`src/rtl/sb_pattern_detector_if.sv`:
```
`default_nettype none
// +-------------------------------------------------------------------------+
// | sb_pattern_detector_if : SBINIT pattern-detector control/data bundle     |
// | Rev 1.0                                                                  |
// +-------------------------------------------------------------------------+
interface sb_pattern_detector_if #(
  parameter int PATTERN_WIDTH = 64,
  parameter int MATCH_COUNT   = 2
);
  localparam int CNT_W = $clog2(MATCH_COUNT + 1);

  logic                     i_en;
  logic [PATTERN_WIDTH-1:0] i_deser_data;
  logic                     i_deser_valid;
  logic                     o_rx_sb_pattern_samp_done;
  logic                     o_pattern_locked;
  logic                     o_timeout;
  logic [CNT_W-1:0]         o_match_cnt;

  modport master (
    output i_en, i_deser_data, i_deser_valid,
    input  o_rx_sb_pattern_samp_done, o_pattern_locked, o_timeout, o_match_cnt
  );

  modport slave (
    input  i_en, i_deser_data, i_deser_valid,
    output o_rx_sb_pattern_samp_done, o_pattern_locked, o_timeout, o_match_cnt
  );
endinterface
`default_nettype wire

```
`src/rtl/sb_pattern_detector.sv`:
```
`default_nettype none
// +-------------------------------------------------------------------------+
// | sb_pattern_detector : locks on consecutive alternating-clock sideband    |
// | words during SBINIT, strobes samp_done on lock, flags search timeout.    |
// | Rev 1.0                                                                  |
// +-------------------------------------------------------------------------+
module sb_pattern_detector #(
  parameter int PATTERN_WIDTH  = 64,
  parameter int MATCH_COUNT    = 2,
  parameter int TIMEOUT_CYCLES = 800000
) (
  input  wire                  i_clk,
  input  wire                  i_rst,
  sb_pattern_detector_if.slave sb
);
  localparam int CNT_W = $clog2(MATCH_COUNT + 1);
  localparam int TO_W  = (TIMEOUT_CYCLES > 1) ? $clog2(TIMEOUT_CYCLES) : 1;

  localparam logic [PATTERN_WIDTH-1:0] C_PAT_A    = {(PATTERN_WIDTH/2){2'b10}};
  localparam logic [PATTERN_WIDTH-1:0] C_PAT_B    = {(PATTERN_WIDTH/2){2'b01}};
  localparam logic [CNT_W-1:0]         C_CNT_LOCK = CNT_W'(MATCH_COUNT);
  localparam logic [TO_W-1:0]          C_TO_LAST  = TO_W'(TIMEOUT_CYCLES - 1);

  typedef enum logic [1:0] {
    S_IDLE    = 2'd0,
    S_SEARCH  = 2'd1,
    S_DONE    = 2'd2,
    S_TIMEOUT = 2'd3
  } state_t;

  state_t           r_state, w_state_nxt;
  logic [CNT_W-1:0] r_cnt, w_cnt_nxt;
  logic             r_phase, w_phase_nxt;
  logic [TO_W-1:0]  r_tcnt, w_tcnt_nxt;
  logic             r_strobe, w_strobe_nxt;
  logic             r_locked, r_timeout;

  logic w_is_a, w_is_b, w_word_phase;

  assign w_is_a       = (sb.i_deser_data == C_PAT_A);
  assign w_is_b       = (sb.i_deser_data == C_PAT_B);
  assign w_word_phase = w_is_b;

  always_comb begin
    w_state_nxt  = r_state;
    w_cnt_nxt    = r_cnt;
    w_phase_nxt  = r_phase;
    w_tcnt_nxt   = r_tcnt;
    w_strobe_nxt = 1'b0;
    if (!sb.i_en) begin
      w_state_nxt = S_IDLE;
      w_cnt_nxt   = '0;
      w_phase_nxt = 1'b0;
      w_tcnt_nxt  = '0;
    end else begin
      case (r_state)
        S_IDLE: begin
          w_state_nxt = S_SEARCH;
          w_cnt_nxt   = '0;
          w_phase_nxt = 1'b0;
          w_tcnt_nxt  = '0;
        end
        S_SEARCH: begin
          if (sb.i_deser_valid) begin
            if (w_is_a || w_is_b) begin
              // A phase flip means the previous run was not the same clock alignment
              if ((r_cnt == '0) || (w_word_phase == r_phase)) begin
                w_cnt_nxt = r_cnt + CNT_W'(1);
              end else begin
                w_cnt_nxt = CNT_W'(1);
              end
              w_phase_nxt = w_word_phase;
            end else begin
              w_cnt_nxt = '0;
            end
          end
          // Lock takes precedence over an expiry on the same edge
          if (w_cnt_nxt == C_CNT_LOCK) begin
            w_state_nxt  = S_DONE;
            w_strobe_nxt = 1'b1;
          end else if (r_tcnt == C_TO_LAST) begin
            w_state_nxt = S_TIMEOUT;
          end else begin
            w_tcnt_nxt = r_tcnt + TO_W'(1);
          end
        end
        S_DONE, S_TIMEOUT: ;
        default: begin
          w_state_nxt = S_IDLE;
          w_cnt_nxt   = '0;
          w_phase_nxt = 1'b0;
          w_tcnt_nxt  = '0;
        end
      endcase
    end
  end

  always_ff @(posedge i_clk) begin
    if (i_rst) begin
      r_state   <= S_IDLE;
      r_cnt     <= '0;
      r_phase   <= 1'b0;
      r_tcnt    <= '0;
      r_strobe  <= 1'b0;
      r_locked  <= 1'b0;
      r_timeout <= 1'b0;
    end else begin
      r_state   <= w_state_nxt;
      r_cnt     <= w_cnt_nxt;
      r_phase   <= w_phase_nxt;
      r_tcnt    <= w_tcnt_nxt;
      r_strobe  <= w_strobe_nxt;
      r_locked  <= (w_state_nxt == S_DONE);
      r_timeout <= (w_state_nxt == S_TIMEOUT);
    end
  end

  assign sb.o_rx_sb_pattern_samp_done = r_strobe;
  assign sb.o_pattern_locked          = r_locked;
  assign sb.o_timeout                 = r_timeout;
  assign sb.o_match_cnt               = r_cnt;

endmodule
`default_nettype wire

```
`src/flat_wrapper.sv`:
```
// flat-port wrapper written by rule: the top's interface ports become plain ports
module sb_pattern_detector_flat 
#(
  parameter int PATTERN_WIDTH  = 64,
  parameter int MATCH_COUNT    = 2,
  parameter int TIMEOUT_CYCLES = 800000
)
  (i_clk, i_rst, sb_i_en, sb_i_deser_data, sb_i_deser_valid, sb_o_rx_sb_pattern_samp_done, sb_o_pattern_locked, sb_o_timeout, sb_o_match_cnt);
  sb_pattern_detector_if #(.PATTERN_WIDTH(PATTERN_WIDTH), .MATCH_COUNT(MATCH_COUNT)) sb_i ();
  input  wire i_clk;
  input  wire i_rst;
  input wire logic [$bits(sb_i.i_en)-1:0] sb_i_en;
  input wire logic [$bits(sb_i.i_deser_data)-1:0] sb_i_deser_data;
  input wire logic [$bits(sb_i.i_deser_valid)-1:0] sb_i_deser_valid;
  output wire logic [$bits(sb_i.o_rx_sb_pattern_samp_done)-1:0] sb_o_rx_sb_pattern_samp_done;
  output wire logic [$bits(sb_i.o_pattern_locked)-1:0] sb_o_pattern_locked;
  output wire logic [$bits(sb_i.o_timeout)-1:0] sb_o_timeout;
  output wire logic [$bits(sb_i.o_match_cnt)-1:0] sb_o_match_cnt;
  assign sb_i.i_en = sb_i_en;
  assign sb_i.i_deser_data = sb_i_deser_data;
  assign sb_i.i_deser_valid = sb_i_deser_valid;
  assign sb_o_rx_sb_pattern_samp_done = sb_i.o_rx_sb_pattern_samp_done;
  assign sb_o_pattern_locked = sb_i.o_pattern_locked;
  assign sb_o_timeout = sb_i.o_timeout;
  assign sb_o_match_cnt = sb_i.o_match_cnt;
  sb_pattern_detector #(.PATTERN_WIDTH(PATTERN_WIDTH), .MATCH_COUNT(MATCH_COUNT), .TIMEOUT_CYCLES(TIMEOUT_CYCLES)) u_core (.i_clk(i_clk), .i_rst(i_rst), .sb(sb_i));
endmodule
```
`config.mk`:
```
export PLATFORM = sky130hd
export DESIGN_NAME = sb_pattern_detector_flat
export DESIGN_NICKNAME = d
export VERILOG_FILES = /design/src/rtl/sb_pattern_detector_if.sv /design/src/rtl/sb_pattern_detector.sv /design/src/flat_wrapper.sv
export SDC_FILE = /design/constraint.sdc
export NUM_CORES = 1
export LEC_CHECK = 0
export BUFFER_PORTS_ARGS = -buffer_cell sky130_fd_sc_hd__buf_2
export CORE_ASPECT_RATIO = 0.5
export CORE_MARGIN = 4
export CORE_UTILIZATION = 35
export CTS_CLUSTER_DIAMETER = 80
export DETAILED_ROUTE_END_ITERATION = 10
export GPL_TIMING_DRIVEN = 0
export PLACE_DENSITY_LB_ADDON = 0.12
export SLEW_MARGIN = 15
export SYNTH_ARGS = -nofsm -noshare
export SYNTH_HDL_FRONTEND = slang
export SYNTH_SLANG_ARGS = --single-unit
```
`constraint.sdc`:
```
create_clock -name i_clk -period 2.82 [get_ports i_clk]
set_input_delay 0.282 -clock i_clk [delete_from_list [all_inputs] [get_ports i_clk]]
set_output_delay 0.282 -clock i_clk [all_outputs]
set_load 0.05 [all_outputs]
```
# [Yosys cells after proc, flatten, opt, wreduce, memory -nomap -nowiden]
# Index checks and enable logic that the tools add are counted.
[classes] add_sub_neg=2 mul=0 n_div=0 magnitude_cmp=0 eq_ne=12 shift=0 n_mux=17 n_bitwise=2 n_reduce_logical=9
[ops] operator="64-bit by 63-bit == test with 1-bit output (second input constant)" n=1
[ops] operator="64-bit == test (second input constant)" n=1
[ops] operator="20-bit two-way mux" n=2
[ops] operator="20-bit one-hot mux with 2 select lines" n=1
[ops] operator="20-bit by 1-bit adder with 20-bit output (second input constant)" n=1
[ops] operator="20-bit == test (second input constant)" n=1
[ops] operator="2-bit two-way mux" n=8
[ops] operator="2-bit one-hot mux with 2 select lines" n=2
[ops] operator="2-bit == test (second input constant)" n=3
[ops] operator="2-bit inequality test (second input constant)" n=3
[ops] operator="3-bit AND reduction" n=2
[ops] operator="2-bit zero test" n=2
[ops] operator="1-bit two-way mux" n=3
[ops] operator="3-bit OR reduction" n=1
[ops] operator="2-bit by 1-bit adder with 2-bit output (second input constant)" n=1
[ops] operator="2-bit by 1-bit == test with 1-bit output (second input constant)" n=1
[ops] operator="1-bit logical OR" n=2
[ops] operator="2-bit by 1-bit inequality test with 1-bit output (second input constant)" n=1
[ops] operator="1-bit inverter" n=2
[ops] operator="1-bit one-hot mux with 2 select lines" n=1
[ops] operator="2-bit nonzero test" n=1
[ops] operator="2-bit OR reduction" n=1
[ops] operator="1-bit == test" n=1
[totals] reg_bits=28 latchBits=0 mem_bits_rw=0 mem_bits_ro=0 input_bits=68 out_inout_bits=5 word_cells=49 memories=0

# [Longest topological paths before layout]
# Gate-level depths: netlist of the first run.
[logic_depth] word_depth=13 ltp_mapped=10 mapped_depth_nobuf=8

# [Worst setup path after synthesis of the first run]
# No wires, ideal clock.
[synth_timing] kind="register to register" startpoint="register u_core.r_cnt[0] (netlist: u_core.sb.o_match_cnt[0])" endpoint="register u_core.r_timeout (netlist: u_core.sb.o_timeout)" setup_ns=0.078 arrival_time_ns=2.225 t_required_ns=2.742 path_slack_ns=0.517 stages_incl_launch_ff=10 path_buffers=2 synth_period_minus_slack_ns=2.303 cell_sequence="dfxtp_1 > inv_1 > ha_1 > nand3_1 > o21bai_1 > o21ai_4 > buf_6 > buf_4 > nand2_2 > nor3_1"
[synth_via] elab_chain_len=12 word_cells_on_any_way=13 cone_classes="add/sub (1); eq/ne (2); mux (8); reduce/logical (2)"
[synth_rtl] element="from (decl)" line="sb_pattern_detector.sv:32" text="logic [CNT_W-1:0] r_cnt, w_cnt_nxt;"
[synth_rtl] element="from (signal assigned)" line="sb_pattern_detector.sv:109" text="r_cnt <= w_cnt_nxt;"
[synth_rtl] element="branches (longest 4 deep; another with 2-bit by 1-bit adder with 2-bit output)"
[synth_rtl] element="2-bit two-way mux (*)" line="sb_pattern_detector.sv:64" text="if (sb.i_deser_valid) begin"
[synth_rtl] element="2-bit two-way mux (*)" line="sb_pattern_detector.sv:56" text="case (r_state)"
[synth_rtl] element="2-bit two-way mux (*)" line="sb_pattern_detector.sv:50" text="if (!sb.i_en) begin"
[synth_rtl] element="2-bit == test (*)" line="sb_pattern_detector.sv:78" text="if (w_cnt_nxt == C_CNT_LOCK) begin"
[synth_rtl] element="2-bit two-way mux (*)" line="sb_pattern_detector.sv:78"
[synth_rtl] element="2-bit one-hot mux with 2 select lines (*)" line="sb_pattern_detector.sv:56"
[synth_rtl] element="2-bit two-way mux (*)" line="sb_pattern_detector.sv:50"
[synth_rtl] element="2-bit == test (*)" line="sb_pattern_detector.sv:114" text="r_timeout <= (w_state_nxt == S_TIMEOUT);"
[synth_rtl] element="to (signal assigned)" line="sb_pattern_detector.sv:114"
[synth_rtl] element="to (decl)" line="sb_pattern_detector.sv:36" text="logic r_locked, r_timeout;"
# Every way passes the cells marked *. The select of a mux whose other input is x is not followed.
# A chain may end at the register's enable or synchronous reset.

# [Final worst setup path of the first run]
[layout_timing] startpoint="input port sb_i_deser_data[34]" endpoint="register u_core.r_timeout (netlist: u_core.sb.o_timeout)"
[layout_via] elab_chain_len=13 word_cells_on_any_way=15 cone_classes="eq/ne (5); mux (8); reduce/logical (2)"
[layout_rtl] element="from (decl)" line="flat_wrapper.sv:13" text="input wire logic [$bits(sb_i.i_deser_data)-1:0] sb_i_deser_data;"
[layout_rtl] element="64-bit by 63-bit == test with 1-bit output" line="sb_pattern_detector.sv:41" text="assign w_is_b = (sb.i_deser_data == C_PAT_B);"
[layout_rtl] element="1-bit == test" line="sb_pattern_detector.sv:67" text="if ((r_cnt == '0) || (w_word_phase == r_phase)) begin"
[layout_rtl] element="1-bit logical OR" line="sb_pattern_detector.sv:67"
[layout_rtl] element="2-bit two-way mux" line="sb_pattern_detector.sv:67"
[layout_rtl] element="2-bit two-way mux (*)" line="sb_pattern_detector.sv:65" text="if (w_is_a || w_is_b) begin"
[layout_rtl] element="2-bit two-way mux (*)" line="sb_pattern_detector.sv:64"
[layout_rtl] element="2-bit two-way mux (*)" line="sb_pattern_detector.sv:56"
[layout_rtl] element="2-bit two-way mux (*)" line="sb_pattern_detector.sv:50"
[layout_rtl] element="2-bit == test (*)" line="sb_pattern_detector.sv:78"
[layout_rtl] element="2-bit two-way mux (*)" line="sb_pattern_detector.sv:78"
[layout_rtl] element="2-bit one-hot mux with 2 select lines (*)" line="sb_pattern_detector.sv:56"
[layout_rtl] element="2-bit two-way mux (*)" line="sb_pattern_detector.sv:50"
[layout_rtl] element="2-bit == test (*)" line="sb_pattern_detector.sv:114"
# Mark *: on every way between the ends. The rest lies on a longest branch, timed or not. The select of a mux whose other input is x is not followed.

==> results.md, run 1 <==
* PD cells at 321.5 nW/µm²
* Grt ovf at 0
* Ys async rst share at 0%
* Design Area, Final at 2696 µm²
* Worst reg2reg startpoint: u_core.r_tcnt[0]
* Final #Nets at 400
* Netlist area before placement at 2148 µm²
* Number of port buffers at 71
* Max-slew headroom at 55.98%
* Chip height at 63.40 µm
* Number of remaining DRC errors at 0
* Peak Freq at 0.3986 GHz
* FP Rows at 19
* Crit path launch: sb_i_deser_data[34]
* LEAKAGE at 0.0009784 µW
* Hpwl dp at 5124 µm
* Initial Util at 37.65%
* Post-detailed-route via-to-cell ratio at 5.965
* Diode count at 0
* Most frequent cells in the layout: buf_2 (71), dfxtp_1 (28), nor4bb_1 (26), nand4_1 (21), o21ai_0 (19)
* First-pass GRT wire length at 10310 µm
* Yosys warnings at 0
* Die Area at 7532 µm²
* H-tree depth at 1
* Syn_nets at 324
* Avg Inst Size Synth at 8.458 µm²
* Hold Crit Start: i_rst
* Final WL at 6294 µm
* Clk slew on worst S/H paths at 70 ps
* Max Cap Violations at 0
* Sequential fraction of the synthesis area at 26.09%
* Synth-to-Final Area Change at 25.51%
* Setup Skew at 2.372 ps
* Final hold viol count at 0
* # IOs at 73
* Critical Path Source Type: primary input
* Worst Path Arrival at 2690 ps
* Final Wtd Congestion at 0.9091
* Filler instances at 591
* Post-Place Cell Area at 2595 µm²
* Die X at 118.8 µm
* Cts bufs inserted at 3
* Min-Delay Path Class: primary input to flip-flop
* #FFs+latches synth at 28
* Wire per inst at 15.66 µm
* Core area at 5705 µm²
* Total track usage at 16.16%
* Register area at 560.5 µm²
* Leading cell type in the layout, fill and taps excluded: buf_2
* Critical Path End Type: flip-flop
* EDFF count, synth at 0
* Crit-path max FO at 10
* CTS sink count at 28
* Post-Syn Instances at 254
* Final Cycle Share at 88.97%
* Critical setup path kind: primary input to flip-flop
* Slew Viols, Final at 0
* Top_reg_cell synth: dfxtp_1
* Netlist cell types at 42
* Count of final setup violators at 0
* RSZ-0062 raised after global routing: no
* CTS Buffer Depth at 2
* Status: finished clean
* Share of layout cells above drive strength 1 at 29.79%
* Core Util, Final at 47.26%
* Area of the multi-input gates at 1536 µm²
* Antenna violations before repair at 0
* Slew @ Worst Pin at 658.9 ps
* TritonCTS clock tree: done
* 1st-pass router iterations at 4
* Root buffer cell: clkbuf_16
* Min Tclk post-route at 2509 ps
* VDD IR max at 0.3043 mV
* Worst Path Required at 3010 ps
* Clock latency at the later pin of the worst-skew pair at 260 ps
* Vias in the first global route at 2336
* First DRT Iteration DRCs at 111
* Largest net degree at the start of global routing at 16
* Routed vias at 2398
* Final ANT Viol Nets at 0
## flip-flops by register name (all words and copies together), names as in the netlist
signal                               cells
u_core.r_tcnt                           20
u_core.r_state                           2
u_core.sb.o_match_cnt                    2
u_core.r_phase                           1
u_core.sb.o_pattern_locked               1
u_core.sb.o_rx_sb_pattern_samp_done      1
u_core.sb.o_timeout                      1
## through the flow
| stage | TNS [ps] | setup WS [ps] | power, µW | std cells | hold slack [ps] |
|---|---|---|---|---|---|
| after floorplan | 0 | 516.8 | 449.6 | 254 | 360.5 |
| after global placement | -88.04 | -73.29 | 520.6 | 398 | 466.0 |
| after detailed placement | -366.9 | -117.3 | 523.5 | 398 | 463.5 |
| after CTS | 0 | 133.6 | 872.6 | 402 | 187.1 |
| after global routing | 0 | 99.48 | 900.6 | 402 | 207.2 |
| final | 0 | 311.0 | 866.8 | 402 | 189.3 |
## path summary, 6_finish.rpt
check | slack (ps) | depth (start not counted) | endpoint
max | 310 | 10 | u_core.sb.o_timeout
max reg2reg | 400 | 10 | u_core.sb.o_timeout
min reg2reg | 490 | 2 | u_core.r_tcnt[6]
min | 190 | 2 | u_core.r_state[0]
## worst max-delay path, cell delays in order
cell and delay (ps):
buf_2 110, nor4bb_1 360, nand4_1 150, nor4_1 500, o21bai_1 340, o21ai_4 310, buf_6 180, buf_4 170
nand2_2 80, nor3_1 200
## timing repair
item / 4_1_cts / 5_1_grt
setup buffers: 0 / 0
setup endpoints to repair: 0 / 3
resized for setup: 0 / 2
hold buffers: 0 / 0
## synthesized netlist by cell type, types with 3 or more instances
| master | count | area (µm²) |
|---|---|---|
| or3_1 | 14 | 87.58 |
| o21a_1 | 3 | 22.52 |
| and4bb_2 | 12 | 150.1 |
| nand4_1 | 21 | 131.4 |
| and4b_1 | 8 | 80.08 |
| nor4b_1 | 9 | 78.83 |
| o21ai_0 | 19 | 95.09 |
| nand2_1 | 12 | 45.04 |
| o211ai_1 | 5 | 37.54 |
| nand3_1 | 12 | 60.06 |
| nor4bb_1 | 27 | 270.3 |
| dfxtp_1 | 28 | 560.5 |
| or4_1 | 4 | 30.03 |
| a21oi_1 | 18 | 90.09 |
| clkbuf_1 | 4 | 15.01 |
| nor2_1 | 12 | 45.04 |
| and3_1 | 5 | 31.28 |
| nor3_1 | 5 | 25.02 |
| inv_1 | 8 | 30.03 |
## power by group
part	total (µW)	internal [µW]	switching (µW)
logic	118	64.3	53.8
clock network	351	217	134
registers	398	396	1.28
## cell type report
| type | instances | area share (%) |
|---|---|---|
| plain buffers | 6 | 1.253 |
| flip-flops and latches | 28 | 20.79 |
| multi-input cells | 212 | 56.98 |
| repair buffers | 71 | 13.18 |
| well taps | 73 | 3.387 |
| clock buffers | 4 | 3.295 |
| inverters | 8 | 1.114 |
## cell families after synthesis
| group | after synthesis | share of synthesized area (%) |
|---|---|---|
| compound gates | 54 | 15.03 |
| fa+ha+maj | 2 | 1.165 |
| buf+inv | 14 | 2.970 |
| flops | 28 | 26.09 |
| mux | 1 | 0.6987 |
| simple gates | 155 | 54.05 |
## metal layers
layer  wire [µm]  vias up  track usage (%)
met5           0        -                0
li1            -     1200                -
met1        2875     1129            20.71
met2        2988       65            29.05
met3         381        4            2.860
met4          48        0            2.453
No activity file was read; power rests on OpenSTA's default activity.
==> run 2, diff against run 1 <==
==> constraint.sdc (replaced) <==
create_clock -name i_clk -period 2.5 [get_ports i_clk]
set_input_delay 0.25 -clock i_clk [delete_from_list [all_inputs] [get_ports i_clk]]
set_output_delay 0.25 -clock i_clk [all_outputs]
set_load 0.05 [all_outputs]
==> run 2 against run 1 <==
  * Worst setup slack lost 140 ps
  * Cell count is the same
  * Combinational power grew 17%
  * Clock power grew 14%
  * Power grew 14%
  * Global-route usage grew 0.19 points
  * Non-clock buffer count is the same
==> results.md, run 2 (synthesis gave the netlist of run 1 again) <==
* Leading cell type in the layout, fill and taps excluded: buf_2
* VDD IR max at 0.3474 mV (+14%)
* Max reg flops at 20 (unchanged)
* Reg2Reg Setup Slack at 190 ps (-210 ps)
* Vias in the first global route at 2351 (+0.64%)
* Post-detailed-route via-to-cell ratio at 5.995 (+0.50%)
* Most flops, register: u_core.r_tcnt
* Die Area at 7532 µm² (unchanged)
* Synth-to-Final Area Change at 28.19%
* Hpwl dp at 5124 µm (unchanged)
* Final ANT Viol Nets at 0 (unchanged)
* Number of port buffers at 71 (unchanged)
* Routed vias at 2410 (+0.50%)
* Wire per inst at 15.87 µm (+1.4%)
* Length of routed met3 wiring at 334 µm (-12%)
* Min Tclk post-route at 2334 ps
* LEAKAGE at 0.001000 µW (+2.3%)
* Core area at 5705 µm² (unchanged)
* CP cell instances: buf_2 > nor4bb_2 > nand4_1 > nor4_4 > mux2_4 > o21ai_4 > buf_6 > buf_4 > nand2_2 > nor3_2
* Clock latency at the later pin of the worst-skew pair at 260 ps (about the same)
* Slew Viols, Final at 0 (unchanged)
* Most frequent cells in the layout: buf_2 (71), dfxtp_1 (28), nor4bb_1 (25), nand4_1 (21)
* Number of remaining DRC errors at 0 (unchanged)
* PD cells at 358.6 nW/µm² (+12%)
* Final Wtd Congestion at 0.9091 (unchanged)
* Crit-path max FO at 10 (unchanged)
* # IOs at 73 (unchanged)
* Max-slew headroom at 63.07% (+7.1 points)
* Critical Path End Type: flip-flop
* Final #Nets at 400 (unchanged)
* Cts hold-fix bufs at 0 (unchanged)
* Wl on met1 at 2945 µm (+2.4%)
* H-tree depth at 1 (unchanged)
* Min-Delay Path Class: primary input to flip-flop
* Die X at 118.8 µm (unchanged)
* DR top layer: met4
* CP bufs+invs at 3 (unchanged)
* Share of layout cells above drive strength 1 at 31.61% (+1.8 points)
* Filler instances at 590 (-0.17%)
* Antenna violations before repair at 0 (unchanged)
* Final Cycle Share at 93.35%
* FP Rows at 19 (unchanged)
* Critical setup path kind: primary input to flip-flop
* Final setup TNS at 0 ps (unchanged)
* CTS Buffer Depth at 2 (unchanged)
* Crit-path max cell delay at 400 ps (-100 ps)
* Met2 wire length at 3053 µm (+2.2%)
* First-pass GRT wire length at 10410 µm (+1.0%)
* Hold Slack at 157.6 ps (-31.75 ps)
* Critical Path Source Type: primary input
* Initial Util at 37.65% (unchanged)
* Top delay family on crit path: simple AND/OR/NAND/NOR gates
* Diode count at 0 (unchanged)
* Post-CTS Setup Bufs at 0 (unchanged)
* TritonCTS clock tree: done
* Core Util, Final at 48.27% (+1.0 points)
* Max Cap Violations at 0 (unchanged)
* Setup Skew at 2.904 ps (+0.5321 ps)
* Peak Freq at 0.4285 GHz
* Final WL at 6380 µm (+1.4%)
* Chip height at 63.40 µm (unchanged)
* Final hold viol count at 0 (unchanged)
* CTS sink count at 28 (unchanged)
* Worst Path Arrival at 2520 ps (-170 ps)
* First DRT Iteration DRCs at 103 (-7.2%)
* Worst Path Required at 2690 ps (-320 ps)
* Grt ovf at 0 (unchanged)
* Root buffer cell: clkbuf_16
* Largest net degree at the start of global routing at 16 (unchanged)
* Cts bufs inserted at 3 (unchanged)
* Status: finished clean
* Clk slew on worst S/H paths at 70 ps (about the same)
* 1st-pass router iterations at 4 (unchanged)
* Slew @ Worst Pin at 549.7 ps (-109.2 ps)
* Highest-delay cell along the critical path: mux2_4
* Count of final setup violators at 0 (unchanged)
* Total track usage at 16.35% (+0.19 points)
-- run 2: cell count changes in the layout (fill, tap and decap cells not counted) --
cell,before,now
nor4_4,1,2
o21bai_2,0,1
nor3_2,0,2
o21ai_1,0,1
nand3_2,0,1
nor3_1,5,3
nor4_1,2,1
o21ai_0,19,18
o21bai_1,1,0
nor4b_2,2,1
nand3_1,12,11
nor4bb_1,26,25
nor4b_4,0,1
nor4bb_4,0,1
-- run 2: per-layer routing --
metal  global-route usage [%]  vias up
met1                    20.66     1146
met4                    2.453        0
met3                    2.949        4
li1                         -     1194
met5                        0        -
met2                    29.75       66
-- run 2: power breakdown --
part | internal, µW | total (µW) | switching (µW)
Sequential | 447 | 448 | 1.44
Clock | 245 | 401 | 156
Combinational | 74.7 | 138 | 63.3
-- run 2: area by class of cell --
type                            count  area [µm²]  share of cell area (%)
Buffer                              6       33.78                   1.227
Clock buffer                        4       88.84                   3.226
Inverter                            8       30.03                   1.090
Multi-Input combinational cell    212        1594                   57.88
Sequential cell                    28       560.5                   20.35
Tap cell                           73       91.34                   3.317
Timing Repair Buffer               71       355.3                   12.90
-- run 2: final timing paths --
path                                           from             endpoint  cells past startpoint
worst max-delay path            sb_i_deser_data[21]  u_core.sb.o_timeout                     10
worst min-delay path                          i_rst    u_core.r_state[0]                      2
worst max register to register     u_core.r_tcnt[3]    u_core.r_tcnt[19]                      7
worst min register to register     u_core.r_tcnt[6]     u_core.r_tcnt[6]                      2
-- run 2: stage by stage --
| stage | cells | setup WS [ps] | cell area [µm²] | total power [µW] |
|---|---|---|---|---|
| 5_1_grt | 402 | -12.84 | 2754 | 1020 |
| 4_1_cts | 402 | 12.69 | 2696 | 985.1 |
| 2_1_floorplan | 254 | 196.8 | 2148 | 507.2 |
| 6_report | 402 | 166.4 | 2754 | 987.6 |
| 3_3_place_gp | 398 | -361.3 | 2595 | 587.3 |
| 3_5_place_dp | 398 | -405.3 | 2595 | 590.5 |
-- run 2: what timing repair did --
action	CTS	global route
gates cloned	0	0
setup endpoints to repair	12	13
resized for setup	2	10
pin swaps	0	3
==> run 3, diff against run 2 <==
==> constraint.sdc (replaced) <==
create_clock -name i_clk -period 2.1 [get_ports i_clk]
set_input_delay 0.21 -clock i_clk [delete_from_list [all_inputs] [get_ports i_clk]]
set_output_delay 0.21 -clock i_clk [all_outputs]
set_load 0.05 [all_outputs]
==> run 3 against run 2 <==
  * The run now ends with negative setup slack left
  * Clock-buffer cell count is 1 lower
  * Hold slack worse by 39 ps
  * Clock skew is 2.7 ps higher
  * Cell count is 2.5% higher
  * Sequential share of layout area is 1.7 points lower
  * Register-to-register slack worse by 180 ps
  * Critical path depth stayed put
  * Non-clock buffer count is 11 higher
  * Die area stayed put
  * Utilization is 5.4 points higher
  * Wire length is 9.5% higher
  * Critical path type unchanged
  * Critical endpoint is now u_core.r_tcnt[10]
  * Largest power group unchanged
  * Highest routed layer unchanged
==> results.md, run 3 (synthesis gave the netlist of run 1 again) <==
* TritonCTS clock tree: done
* Vias in the first global route at 2507 (+6.6%)
* Worst reg2reg startpoint: u_core.r_tcnt[12]
* Clock network fraction of total power at 37.3% (-3.3 points)
* Status: finished, violations left
* Number of port buffers at 71 (unchanged)
* Max-slew headroom at 39.57% (-24 points)
* Grt ovf at 0 (unchanged)
* Combinational share of power at 15.7% (+1.7 points)
* Leading cell type in the layout, fill and taps excluded: buf_2
* Max reg flops at 20 (unchanged)
* PD cells at 370.8 nW/µm² (+3.4%)
* Critical Path Source Type: primary input
* Most frequent cells in the layout: buf_2 (70), nor4bb_1 (22), dfxtp_1 (22), nand4_1 (21), a21oi_1 (17)
* Hold Slack at 118.6 ps (-38.96 ps)
* Clk slew on worst S/H paths at 70 ps (about the same)
* Final ANT Viol Nets at 0 (unchanged)
* Count of final setup violators at 1 (+1)
* Largest net degree at the start of global routing at 15 (-1)
* VDD IR max at 0.2966 mV (-15%)
* Hold path cells at 2 (unchanged)
* Reg2Reg Setup Slack at 10 ps (-180 ps)
* Setup Skew at 5.593 ps (+2.688 ps)
* Peak Freq at 0.4720 GHz
* Most flops, register: u_core.r_tcnt
* First DRT Iteration DRCs at 138 (+34%)
* Chip height at 63.40 µm (unchanged)
* Diode count at 0 (unchanged)
* Filler instances at 510 (-14%)
* Synth-to-Final Area Change at 42.52%
* Routed vias at 2497 (+3.6%)
* Total power at 1135 µW (+15%)
* Post-detailed-route via-to-cell ratio at 6.061 (+1.1%)
* Min-Delay Path Class: primary input to flip-flop
* Critical setup path kind: primary input to flip-flop
* Reg power frac at 47.0% (+1.6 points)
* Die X at 118.8 µm (unchanged)
* Worst Path Arrival at 2300 ps (-220 ps)
* Die Area at 7532 µm² (unchanged)
* Final Wtd Congestion at 0.8345 (-8.2%)
* Min Tclk post-route at 2119 ps
* CTS Buffer Depth at 2 (unchanged)
* Core area at 5705 µm² (unchanged)
* Final WS setup at -18.79 ps (-185.2 ps)
* R2R cell count at 9 (+2)
* Net Sw Frac at 22.52% (+0.19 points)
* Root buffer cell: clkbuf_16
* Slew @ Worst Pin at 899.5 ps (+349.8 ps)
* Antenna violations before repair at 0 (unchanged)
* CTS sink count at 28 (unchanged)
* Cts hold-fix bufs at 0 (unchanged)
* Crit-path max FO at 5 (-5)
* Placed Cells at 398 (unchanged)
* Failing checks: negative setup slack
* Worst Path Required at 2280 ps (-410 ps)
* WHS Endpoint: u_core.r_state[0]
* Clock latency at the later pin of the worst-skew pair at 260 ps (about the same)
* Total track usage at 17.53% (+1.2 points)
* Max Cap Violations at 0 (unchanged)
* Share of layout cells above drive strength 1 at 41.89% (+10 points)
* Psw at 255.7 µW (+16%)
* # IOs at 73 (unchanged)
* Hpwl dp at 5198 µm (+1.4%)
* Initial Util at 37.65% (unchanged)
* Non-filler cells, final at 412 (+2.5%)
* Slew Viols, Final at 0 (unchanged)
* First-pass GRT wire length at 11420 µm (+9.7%)
* Critical Path End Type: flip-flop
* Final hold viol count at 0 (unchanged)
* Final #Nets at 411 (+2.8%)
* LEAKAGE at 0.001116 µW (+12%)
* Number of remaining DRC errors at 0 (unchanged)
* FP Rows at 19 (unchanged)
* Final WL at 6989 µm (+9.5%)
* Cts bufs inserted at 3 (unchanged)
* RSZ-0062 raised after global routing: yes
* Final Cycle Share at 100.9%
* Wire per inst at 16.96 µm (+6.9%)
* H-tree depth at 1 (unchanged)
* Reg-to-reg endpoint: u_core.r_tcnt[10]
* Hold Crit Start: i_rst
* Total internal power at 879.7 µW (+15%)
* 1st-pass router iterations at 4 (unchanged)
run 3: per-layer routing:
metal  wire length [µm]  track usage (%)  vias up  share of wire, %
met3                372            3.038        8               5.3
met4                 85            4.762        0               1.2
met5                  0                0        -                 0
met2               3317            29.61       68                47
li1                   -                -     1215                 -
met1               3213            23.17     1206                46
run 3: worst max-delay path by stage:
stage	cells past startpoint	from	end	slack [ps]
5_1_grt	10	sb_i_deser_data[39]	u_core.r_tcnt[10]	-110
6_report	10	sb_i_deser_data[59]	u_core.r_tcnt[10]	-20
3_5_place_dp	8	sb_i_deser_data[21]	u_core.sb.o_pattern_locked	-590
4_1_cts	10	sb_i_deser_data[23]	u_core.r_tcnt[11]	3
2_1_floorplan	9	sb_i_deser_data[55]	u_core.sb.o_timeout	-20
3_3_place_gp	10	sb_i_deser_data[21]	u_core.sb.o_timeout	-620
run 3: worst max-delay path, cell delays in order:
cell and delay (ps):
buf_8 100, nor4b_4 280, nand4_1 200, nor4_4 360
mux2_4 390, o21ai_4 210, buf_6 150, buf_6 130
o21ai_1 80, a21oi_1 180
run 3: what timing repair did:
action / 4_1_cts / 5_1_grt
resized for setup: 27 / 40
pin swaps: 5 / 21
gates cloned: 2 / 0
buffers inserted: 4 / 5
endpoints found under the setup margin: 25 / 23
run 3: cell type report:
type	count	area [µm²]	share of cell area [%]
clock buffer	3	75.07	2.452
multi-input combinational	212	1794	58.60
buffer	6	37.54	1.226
inverter	8	30.03	0.9808
timing repair buffer	82	462.9	15.12
sequential	28	570.5	18.64
tap	73	91.34	2.983
run 3: power by group through the flow:
stage | Combinational [µW] | Sequential (µW) | Clock [µW]
CTS | 164 | 534 | 435
global route | 195 | 533 | 453
detailed placement | 158 | 546 | 0
finish | 179 | 533 | 423
floorplan | 58.0 | 546 | 0
global placement | 154 | 546 | 0
run 3: through the flow:
stage / TNS (ps) / util, % / area, µm² / setup slack, ps
global route: -690.1 / 53.66 / 3062 / -105.5
CTS: 0 / 49.78 / 2840 / 2.551
finish: -18.79 / 53.66 / 3062 / -18.79
floorplan: -25.80 / - / 2157 / -17.05
detailed placement: -10320 / 45.64 / 2604 / -589.4
global placement: -9847 / 45.64 / 2604 / -621.2
